[src/rtl/restoring_div16_pkg.sv]
// Shared widths, state encoding and small helpers for the 16/8 restoring divider.
// Widths track the wallace_mult8 product so that div and mult can share operand buses.
package restoring_div16_pkg;

    localparam int MULT_PROD_W = 16;
    localparam int DIV_NUM_W   = MULT_PROD_W;
    localparam int DIV_DEN_W   = 8;
    localparam int DIV_REM_W   = DIV_DEN_W + 1;
    localparam int DIV_STEP_W  = 4;

    localparam logic [DIV_STEP_W-1:0] DIV_LAST_STEP = DIV_STEP_W'(DIV_NUM_W - 1);

    typedef enum logic [1:0] {
        IDLE = 2'd0,
        BUSY = 2'd1,
        DONE = 2'd2
    } div_state_t;

    typedef logic [DIV_NUM_W-1:0] num_t;
    typedef logic [DIV_DEN_W-1:0] den_t;

    typedef struct packed {
        num_t quotient;
        den_t remainder;
        logic div_by_zero;
        logic overflow;
    } div_res_t;

    function automatic num_t neg_num(input num_t x);
        return ~x + num_t'(1);
    endfunction

    function automatic den_t neg_den(input den_t x);
        return ~x + den_t'(1);
    endfunction

endpackage

[src/rtl/restoring_div16_if.sv]
// Request/result handshake bundle for restoring_div16: one request channel, one result channel.
// master drives requests and consumes results; slave is the divider.
interface restoring_div16_if;
    import restoring_div16_pkg::*;

    logic in_valid;
    logic in_ready;
    num_t dividend;
    den_t divisor;
    logic is_signed;

    logic out_valid;
    logic out_ready;
    num_t quotient;
    den_t remainder;
    logic div_by_zero;
    logic overflow;

    modport master (
        output in_valid, dividend, divisor, is_signed, out_ready,
        input  in_ready, out_valid, quotient, remainder, div_by_zero, overflow
    );

    modport slave (
        input  in_valid, dividend, divisor, is_signed, out_ready,
        output in_ready, out_valid, quotient, remainder, div_by_zero, overflow
    );

endinterface

[src/rtl/restoring_div16_div_step.sv]
// One combinational radix-2 restoring step: shift in the next dividend bit, subtract if it fits.
// No state, no handshake.
module div_step
    import restoring_div16_pkg::*;
(
    input  logic [DIV_REM_W-1:0] rem,
    input  logic                 num_bit,
    input  den_t                 divisor,
    output logic [DIV_REM_W-1:0] rem_next,
    output logic                 q_bit
);

    logic [DIV_REM_W:0]   shifted;
    logic [DIV_REM_W-1:0] diff;

    assign shifted = {rem, num_bit};
    assign q_bit   = (shifted >= {2'b00, divisor});

    // When the subtract happens, shifted < 2*divisor so its top bit is zero and 9 bits suffice.
    assign diff     = shifted[DIV_REM_W-1:0] - {1'b0, divisor};
    assign rem_next = q_bit ? diff : shifted[DIV_REM_W-1:0];

endmodule

[src/rtl/restoring_div16.sv]
// 16/8 signed/unsigned restoring divider: result 16 cycles after accept (1 cycle on divide-by-zero).
// Single operation in flight; result held in DONE until out_ready, requests refused outside IDLE.
module restoring_div16
    import restoring_div16_pkg::*;
(
    input  logic             clk,
    input  logic             rst_n,
    restoring_div16_if.slave bus
);

    div_state_t            state_q, state_d;
    logic                  accept, finish;

    logic [DIV_STEP_W-1:0] cnt_q;
    logic [DIV_REM_W-1:0]  rem_q, rem_nxt;
    num_t                  qsh_q;
    den_t                  dvs_mag_q;
    den_t                  dvd_lo_q;
    logic                  q_neg_q, r_neg_q, dbz_q, ovf_q;
    logic                  q_bit;

    logic                  dvd_neg, dvs_neg;
    num_t                  dvd_mag;
    den_t                  dvs_mag;
    num_t                  q_mag, q_fix;
    den_t                  r_fix;
    div_res_t              res_q, res_d;

    assign dvd_neg = bus.is_signed & bus.dividend[DIV_NUM_W-1];
    assign dvs_neg = bus.is_signed & bus.divisor[DIV_DEN_W-1];
    assign dvd_mag = dvd_neg ? neg_num(bus.dividend) : bus.dividend;
    assign dvs_mag = dvs_neg ? neg_den(bus.divisor) : bus.divisor;

    assign accept = (state_q == IDLE) && bus.in_valid;

    always_ff @(posedge clk or negedge rst_n) begin
        if (!rst_n) begin
            state_q <= IDLE;
        end else begin
            state_q <= state_d;
        end
    end

    always_comb begin
        state_d = state_q;
        finish  = 1'b0;
        case (state_q)
            IDLE: begin
                if (bus.in_valid) begin
                    state_d = BUSY;
                end
            end
            BUSY: begin
                if (dbz_q || (cnt_q == DIV_LAST_STEP)) begin
                    finish  = 1'b1;
                    state_d = DONE;
                end
            end
            DONE: begin
                if (bus.out_ready) begin
                    state_d = IDLE;
                end
            end
            default: state_d = IDLE;
        endcase
    end

    always_ff @(posedge clk or negedge rst_n) begin
        if (!rst_n) begin
            cnt_q     <= '0;
            rem_q     <= '0;
            qsh_q     <= '0;
            dvs_mag_q <= '0;
            dvd_lo_q  <= '0;
            q_neg_q   <= 1'b0;
            r_neg_q   <= 1'b0;
            dbz_q     <= 1'b0;
            ovf_q     <= 1'b0;
        end else if (accept) begin
            cnt_q     <= '0;
            rem_q     <= '0;
            qsh_q     <= dvd_mag;
            dvs_mag_q <= dvs_mag;
            dvd_lo_q  <= bus.dividend[DIV_DEN_W-1:0];
            q_neg_q   <= dvd_neg ^ dvs_neg;
            r_neg_q   <= dvd_neg;
            dbz_q     <= (bus.divisor == '0);
            ovf_q     <= bus.is_signed && (bus.dividend == 16'h8000) && (bus.divisor == 8'hFF);
        end else if (state_q == BUSY) begin
            cnt_q <= cnt_q + 1'b1;
            rem_q <= rem_nxt;
            qsh_q <= {qsh_q[DIV_NUM_W-2:0], q_bit};
        end
    end

    div_step u_step (
        .rem      (rem_q),
        .num_bit  (qsh_q[DIV_NUM_W-1]),
        .divisor  (dvs_mag_q),
        .rem_next (rem_nxt),
        .q_bit    (q_bit)
    );

    // The last step is folded straight into the result register, so sign fix-up sits on that path.
    assign q_mag = {qsh_q[DIV_NUM_W-2:0], q_bit};
    assign q_fix = q_neg_q ? neg_num(q_mag) : q_mag;
    assign r_fix = r_neg_q ? neg_den(rem_nxt[DIV_DEN_W-1:0]) : rem_nxt[DIV_DEN_W-1:0];

    always_comb begin
        res_d = '0;
        if (dbz_q) begin
            res_d.quotient    = '1;
            res_d.remainder   = dvd_lo_q;
            res_d.div_by_zero = 1'b1;
        end else begin
            res_d.quotient  = q_fix;
            res_d.remainder = r_fix;
            res_d.overflow  = ovf_q;
        end
    end

    always_ff @(posedge clk or negedge rst_n) begin
        if (!rst_n) begin
            res_q <= '0;
        end else if (finish) begin
            res_q <= res_d;
        end
    end

    assign bus.in_ready    = (state_q == IDLE);
    assign bus.out_valid   = (state_q == DONE);
    assign bus.quotient    = res_q.quotient;
    assign bus.remainder   = res_q.remainder;
    assign bus.div_by_zero = res_q.div_by_zero;
    assign bus.overflow    = res_q.overflow;

    a_done_hold: assert property (@(posedge clk) disable iff (!rst_n)
        (state_q == DONE && !bus.out_ready) |=> (state_q == DONE && $stable(res_q)));

endmodule

[src/flat_wrapper.sv]
// flat-port wrapper written by rule: the top's interface ports become plain ports
module restoring_div16_flat import restoring_div16_pkg::*;
  (clk, rst_n, bus_in_valid, bus_dividend, bus_divisor, bus_is_signed, bus_out_ready, bus_in_ready, bus_out_valid, bus_quotient, bus_remainder, bus_div_by_zero, bus_overflow);
  restoring_div16_if bus_i ();
  input  logic clk;
  input  logic rst_n;
  input wire logic [$bits(bus_i.in_valid)-1:0] bus_in_valid;
  input wire logic [$bits(bus_i.dividend)-1:0] bus_dividend;
  input wire logic [$bits(bus_i.divisor)-1:0] bus_divisor;
  input wire logic [$bits(bus_i.is_signed)-1:0] bus_is_signed;
  input wire logic [$bits(bus_i.out_ready)-1:0] bus_out_ready;
  output wire logic [$bits(bus_i.in_ready)-1:0] bus_in_ready;
  output wire logic [$bits(bus_i.out_valid)-1:0] bus_out_valid;
  output wire logic [$bits(bus_i.quotient)-1:0] bus_quotient;
  output wire logic [$bits(bus_i.remainder)-1:0] bus_remainder;
  output wire logic [$bits(bus_i.div_by_zero)-1:0] bus_div_by_zero;
  output wire logic [$bits(bus_i.overflow)-1:0] bus_overflow;
  assign bus_i.in_valid = bus_in_valid;
  assign bus_i.dividend = bus_dividend;
  assign bus_i.divisor = bus_divisor;
  assign bus_i.is_signed = bus_is_signed;
  assign bus_i.out_ready = bus_out_ready;
  assign bus_in_ready = bus_i.in_ready;
  assign bus_out_valid = bus_i.out_valid;
  assign bus_quotient = bus_i.quotient;
  assign bus_remainder = bus_i.remainder;
  assign bus_div_by_zero = bus_i.div_by_zero;
  assign bus_overflow = bus_i.overflow;
  restoring_div16 u_core (.clk(clk), .rst_n(rst_n), .bus(bus_i));
endmodule
[config.mk]
export PLATFORM = sky130hd
export DESIGN_NAME = restoring_div16_flat
export DESIGN_NICKNAME = d
export VERILOG_FILES = /design/src/rtl/restoring_div16_pkg.sv /design/src/rtl/restoring_div16_if.sv /design/src/rtl/restoring_div16_div_step.sv /design/src/rtl/restoring_div16.sv /design/src/flat_wrapper.sv
export SDC_FILE = /design/constraint.sdc
export NUM_CORES = 1
export LEC_CHECK = 0
export ABC_AREA = 1
export CAP_MARGIN = 30
export CELL_PAD_IN_SITES_DETAIL_PLACEMENT = 1
export CELL_PAD_IN_SITES_GLOBAL_PLACEMENT = 2
export CORE_ASPECT_RATIO = 1.2
export CORE_MARGIN = 3
export CORE_UTILIZATION = 30
export CTS_CLUSTER_SIZE = 25
export DETAILED_ROUTE_END_ITERATION = 8
export GPL_ROUTABILITY_DRIVEN = 0
export GPL_TIMING_DRIVEN = 0
export PLACE_DENSITY_LB_ADDON = 0.1
export SLEW_MARGIN = 5
export SYNTH_ARGS = -nofsm -noshare
export SYNTH_HDL_FRONTEND = slang
export SYNTH_SLANG_ARGS = --single-unit
[constraint.sdc]
create_clock -name clk -period 5.7 [get_ports clk]
set_input_delay 1.71 -clock clk [delete_from_list [all_inputs] [get_ports clk]]
set_output_delay 1.71 -clock clk [all_outputs]
set_load 0.02 [all_outputs]
# Yosys cells after proc, flatten, opt, wreduce, memory -nomap -nowiden
# Cells that the tools add are included.
# totals
mem_count	0
elab_cells	64
latch_bits	0
register_bits	77
rom_bits	0
in_bits	29
ram_bits	0
# op_classes
reduce_logical	8
bitwise	7
addsub	6
n_mul	0
n_eq_ne	8
shifts	0
order_cmp	1
mux	20
div	0
# op_table
op	n
two-way mux 16 bit	4
adder 16 x 1 -> 16 bit, second input constant	2
inverter 16 bit	2
two-way mux 9 bit	3
two-way mux 24 bit	1
adder 8 x 1 -> 8 bit, second input constant	2
equality test 16 bit, second input constant	1
two-way mux 8 bit	2
inverter 8 bit	2
greater-or-equal comparator 10 x 8 -> 1 bit	1
subtractor 9 x 8 -> 9 bit	1
equality test 8 bit, second input constant	1
logical NOT 8 bit	1
two-way mux 4 bit	2
two-way mux 2 bit	3
case mux 2 bit (3 select lines)	1
adder 4 x 1 -> 4 bit, second input constant	1
equality test 4 bit, second input constant	1
two-way mux 1 bit	4
inequality test 2 bit, second input constant	2
logical AND 1 bit	3
AND reduction 3 bit	1
AND 1 bit	2
equality test 2 x 1 -> 1 bit, second input constant	1
other kinds (6)	6

# Depth between registers and ports, before layout
# depth
word_depth	6
mapped_depth	20
depth_no_buf	19

# Modules after synthesis
# From an unflattened synthesis, not the netlist that was laid out.
# hier_totals
hier_cells	703
area_unflattened_um2	5034.8
# modules_own_cells
module	area_each_um2	cells_per_inst	n_inst
restoring_div16	4369.2	584	1
div_step	665.6	119	1

# Least setup slack after synthesis
# Ideal clock, no wire load.
# synth_path
path_kind	input port to flip-flop
startpoint	input bus_dividend[1]
endpoint	register u_core.qsh_q[14]
arrival_ns	2.960
setup_slack_ns	2.611
t_required_ns	5.571
setup_time_ns	0.129
stages	11
cell_sequence	inv_1 ha_1 inv_1 nor3_2 nand3_1 nor3_2 nand4_1 nand2_1 o21ai_1 o21ai_0 nand3_1
# synth_via
elab_chain_cells	4
# synth_rtl
element	line_no	text
start: declaration	flat_wrapper.sv:8	input wire logic [$bits(bus_i.dividend)-1:0] bus_dividend;
inverter 16 bit	restoring_div16_pkg.sv:30	return ~x + num_t'(1);
adder 16 x 1 -> 16 bit	restoring_div16_pkg.sv:30	
two-way mux 16 bit	restoring_div16.sv:31	assign dvd_mag = dvd_neg ? neg_num(bus.dividend) : bus.dividend;
two-way mux 16 bit	restoring_div16.sv:79	end else if (accept) begin
end signal: assignment	restoring_div16.sv:82	qsh_q <= dvd_mag;
end signal: assignment	restoring_div16.sv:92	qsh_q <= {qsh_q[DIV_NUM_W-2:0], q_bit};
end: declaration	restoring_div16.sv:16	num_t qsh_q;
# No other way between the ends.
# A chain may end at the register's enable or synchronous reset.

# Worst setup path after layout
# layout_path
startpoint	input bus_dividend[0]
endpoint	register u_core.qsh_q[14]
# The elaborated chain is that of the path after synthesis.

==> impl_metrics.tcl <==
set metrics [dict create \
    clk_path_buf_depth 2 \
    finish.instance_area_um2 5904 \
    nNetsFinal 712 \
    htree_levels 3 \
    place_ws_ns 1.643 \
    cts_sinks 77 \
    grt_start_max_net_pins 50 \
    worst_setup_path_start_kind "primary input" \
    clk_pin_slew_ns 0.06 \
    synth-seq-area-share 0.4074 \
    drt_iter0_markers 137 \
    synth_area_um2 4730 \
    finalCriticalPeriod_ns 3.653 \
    critPathSlowestCell "clkdlybuf4s50_1" \
    hpwl_um 11820 \
    grt_pass1_vias 4714 \
    hold_viol 0 \
    hold_class "flop to flop" \
    antenna_left 0 \
    syn_to_final_growth_pct 24.84 \
    worst_ir_drop_vdd_mv 0.2241 \
    dr.pass1.iters 4 \
    syn_inst 600 \
    yosys_register_bits 77 \
    power.total_mw 4.067 \
    grt_pass1_wl_um 25030 \
    worst_skew_pair.late_latency_ns 0.35 \
    cp_num_buf_inv 3 \
    setup_tns_ns 0 \
    layout-drive-gt1-share 0.09524 \
    cts_inserted_buffers 9 \
    async_flop_share 1.000 \
    critical_path.reg2reg.startpoint "u_core.qsh_q[15]$_DFFE_PN0P_" \
    switching_share 0.4738 \
    core_um2 15200 \
    cp-end-kind "flop" \
    antenna_found_initial 0 \
    rsz0062_at_grt "no" \
    synth_enable_flop_cells 0 \
    finalCritPeriodShare 0.6408 \
    crit_chain "clkdlybuf4s50_1 > inv_1 > ha_1 > inv_1 > nor3_2 > nand3_1 > nor3_2 > nand4_1 > nand2_1 > o21ai_1 > o21ai_0 > nand3_1" \
    slowest_delay_ns 0.45 \
    row_count 49 \
    r2r_setup_slack_ns 2.10 \
    worstPathRequired_ns 5.93 \
    power_switching_mw 1.927 \
    num_antenna_cells 0 \
    total_leakage_power_nw 2.764 \
    grt.total_usage 0.1874 \
    die-area_um2 17310 \
    worst_pin_slew_ns 0.6692 \
    setup.worst_path.start "bus_dividend[0]" \
    p_per_area_nw_per_um2 688.8 \
    initial_core_util 0.3111 \
    io_pins 57 \
    synth_cell_types 44 \
    vias_per_cell 4.928 \
    pwr-share-clk 0.161 \
    synth_nets 644 \
    fmax_mhz 273.8 \
    die_width_um 120.6 \
    crit_fanout 4 \
    p_comb_frac 0.593 \
    place_inst 861 \
    min_from "u_core.bus.div_by_zero$_DFFE_PN0P_" \
    outcome "completed" \
    dieHeight_um 143.5 \
    cts_root_buf "clkbuf_16" \
    syn_avg_cell_area_um2 7.883 \
    max-slew-margin-rel 0.5534 \
    path_class "primary input to flop" \
    final_util 0.3883 \
    drv_slew 0 \
    drt_wl_total_um 15220 \
    ys.flop_type "dfrtp_1" \
    arrival_ns 3.88 \
    setup_viol 0 \
    p_seq_frac 0.247 \
    post_dp_cell_area_um2 5570 \
    portBuffers 56 \
    postCtsResizedCells 0 \
    p_int_mw 2.140 \
    holdWs_ns 0.4761 \
    postCtsHoldBufs 0 \
    cts_setup_buffers 0 \
    timing.final.ws_setup_ns 2.047 \
    grt-ovfl-total 0 \
    critPathTopFamily "simple AND/OR/NAND/NOR gates" \
    clock-skew-final_ns 0.007461 \
    drc 0 \
    tritoncts "yes" \
    final_cells 876 \
    avgRoutedWirePerCell_um 17.37 \
    vias 4317 \
    synth_warnings 0 \
    drv_cap 0 \
]
tightest hold or removal path, cell delays in order (launching register included):
cell and delay, ns:
dfrtp_1 0.35, nand2_1 0.05, nand2_1 0.05
synth_stat cells (4+ instances only):
cell type	instances	area [um2]
o21ai_1	7	35.03
o221ai_1	5	43.79
a21oi_1	24	120.1
nand2_2	13	81.33
ha_1	14	175.2
o211ai_1	5	37.54
xor2_1	16	140.1
o22ai_1	21	131.4
clkbuf_1	12	45.04
nand4_1	6	37.54
nor3_1	6	30.03
dfrtp_1	77	1927
nand3_1	32	160.2
inv_2	4	15.01
nand2_1	121	454.2
nor2_1	42	157.7
inv_1	84	315.3
nor2_4	5	56.30
o21ai_0	45	225.2
a22oi_1	7	52.55
nand2_4	9	101.4
xnor2_1	6	52.55
final cells by class:
| type | instances | area (um2) |
|---|---|---|
| Sequential cell | 77 | 1927 |
| Timing Repair Buffer | 57 | 585.6 |
| Clock buffer | 12 | 266.5 |
| Tap cell | 204 | 255.2 |
| Inverter | 91 | 341.6 |
| Fill cell | 1896 | 9300 |
| Multi-Input combinational cell | 417 | 2386 |
| Buffer | 15 | 75.07 |
| Clock inverter | 3 | 67.56 |
worst paths after layout:
| kind | endpoint | depth (start not counted) |
|---|---|---|
| min reg2reg | u_core.bus.div_by_zero$_DFFE_PN0P_ | 2 |
| max | u_core.qsh_q[14]$_DFFE_PN0P_ | 12 |
| max reg2reg | u_core.bus.quotient[14]$_DFFE_PN0P_ | 20 |
| max in group asynchronous | u_core.dvd_lo_q[5]$_DFFE_PN0P_ | 2 |
| min in group asynchronous | u_core.dvs_mag_q[5]$_DFFE_PN0P_ | 1 |
| min | u_core.bus.div_by_zero$_DFFE_PN0P_ | 2 |
state kept, by name, indices dropped and copies added (netlist names):
name                    count
u_core.bus.div_by_zero      1
u_core.bus.overflow         1
u_core.bus.quotient        16
u_core.bus.remainder        8
u_core.cnt_q                4
u_core.dbz_q                1
u_core.dvd_lo_q             8
u_core.dvs_mag_q            8
u_core.ovf_q                1
u_core.q_neg_q              1
u_core.qsh_q               16
u_core.r_neg_q              1
u_core.rem_q                9
u_core.state_q              2
metal layers:
layer	global-route usage	part of all wire
met2	0.3409	0.52
met3	0.03228	0.021
met4	0.07160	0.027
met1	0.2201	0.43
met5	0	0
power by group through the flow:
stage / sequential [mW] / clock, mW / combinational (mW)
floorplan: 1.07 / 0 / 1.62
global placement: 1.01 / 0 / 2.38
detailed placement: 1.01 / 0 / 2.43
CTS: 1.01 / 0.668 / 2.45
global route: 1.05 / 0.695 / 2.71
finish: 1.00 / 0.653 / 2.41
kinds of logic (layout without fill, tap and decap cells):
family | Yosys count | after routing | synth area share
buf+inv | 106 | 178 | 0.08809
compound gates | 128 | 128 | 0.1606
simple gates | 252 | 252 | 0.2619
xor+xnor | 22 | 22 | 0.04074
flops | 77 | 77 | 0.4074
fa+ha+maj | 15 | 15 | 0.04127
cell usage in the layout, fill, tap and decap left out, drive strengths merged:
cell type      Yosys  final
nand2            143    143
inv               88     88
dfrtp             77     77
clkdlybuf4s50      0     55
o21ai             53     53
nor2              50     50
nand3             37     37
a21oi             24     24
clkbuf            12     24
o22ai             21     21
xor2              16     16
ha                14     14
nor3               8      8
a22oi              7      7
nand4              6      6
xnor2              6      6
o221ai             5      5
o211ai             5      5
buf                3      5
clkinv             3      3
o31ai              3      3
o21bai             3      3
a31oi              3      3
nand3b             2      2
nor4               2      2
bufinv             0      2
or3                1      1
o311ai             1      1
o21a               1      1
or4                1      1
or3b               1      1
o41ai              1      1
a22o               1      1
or2                1      1
fa                 1      1
clkinvlp           0      1
Power figures use the tool's default switching activity.
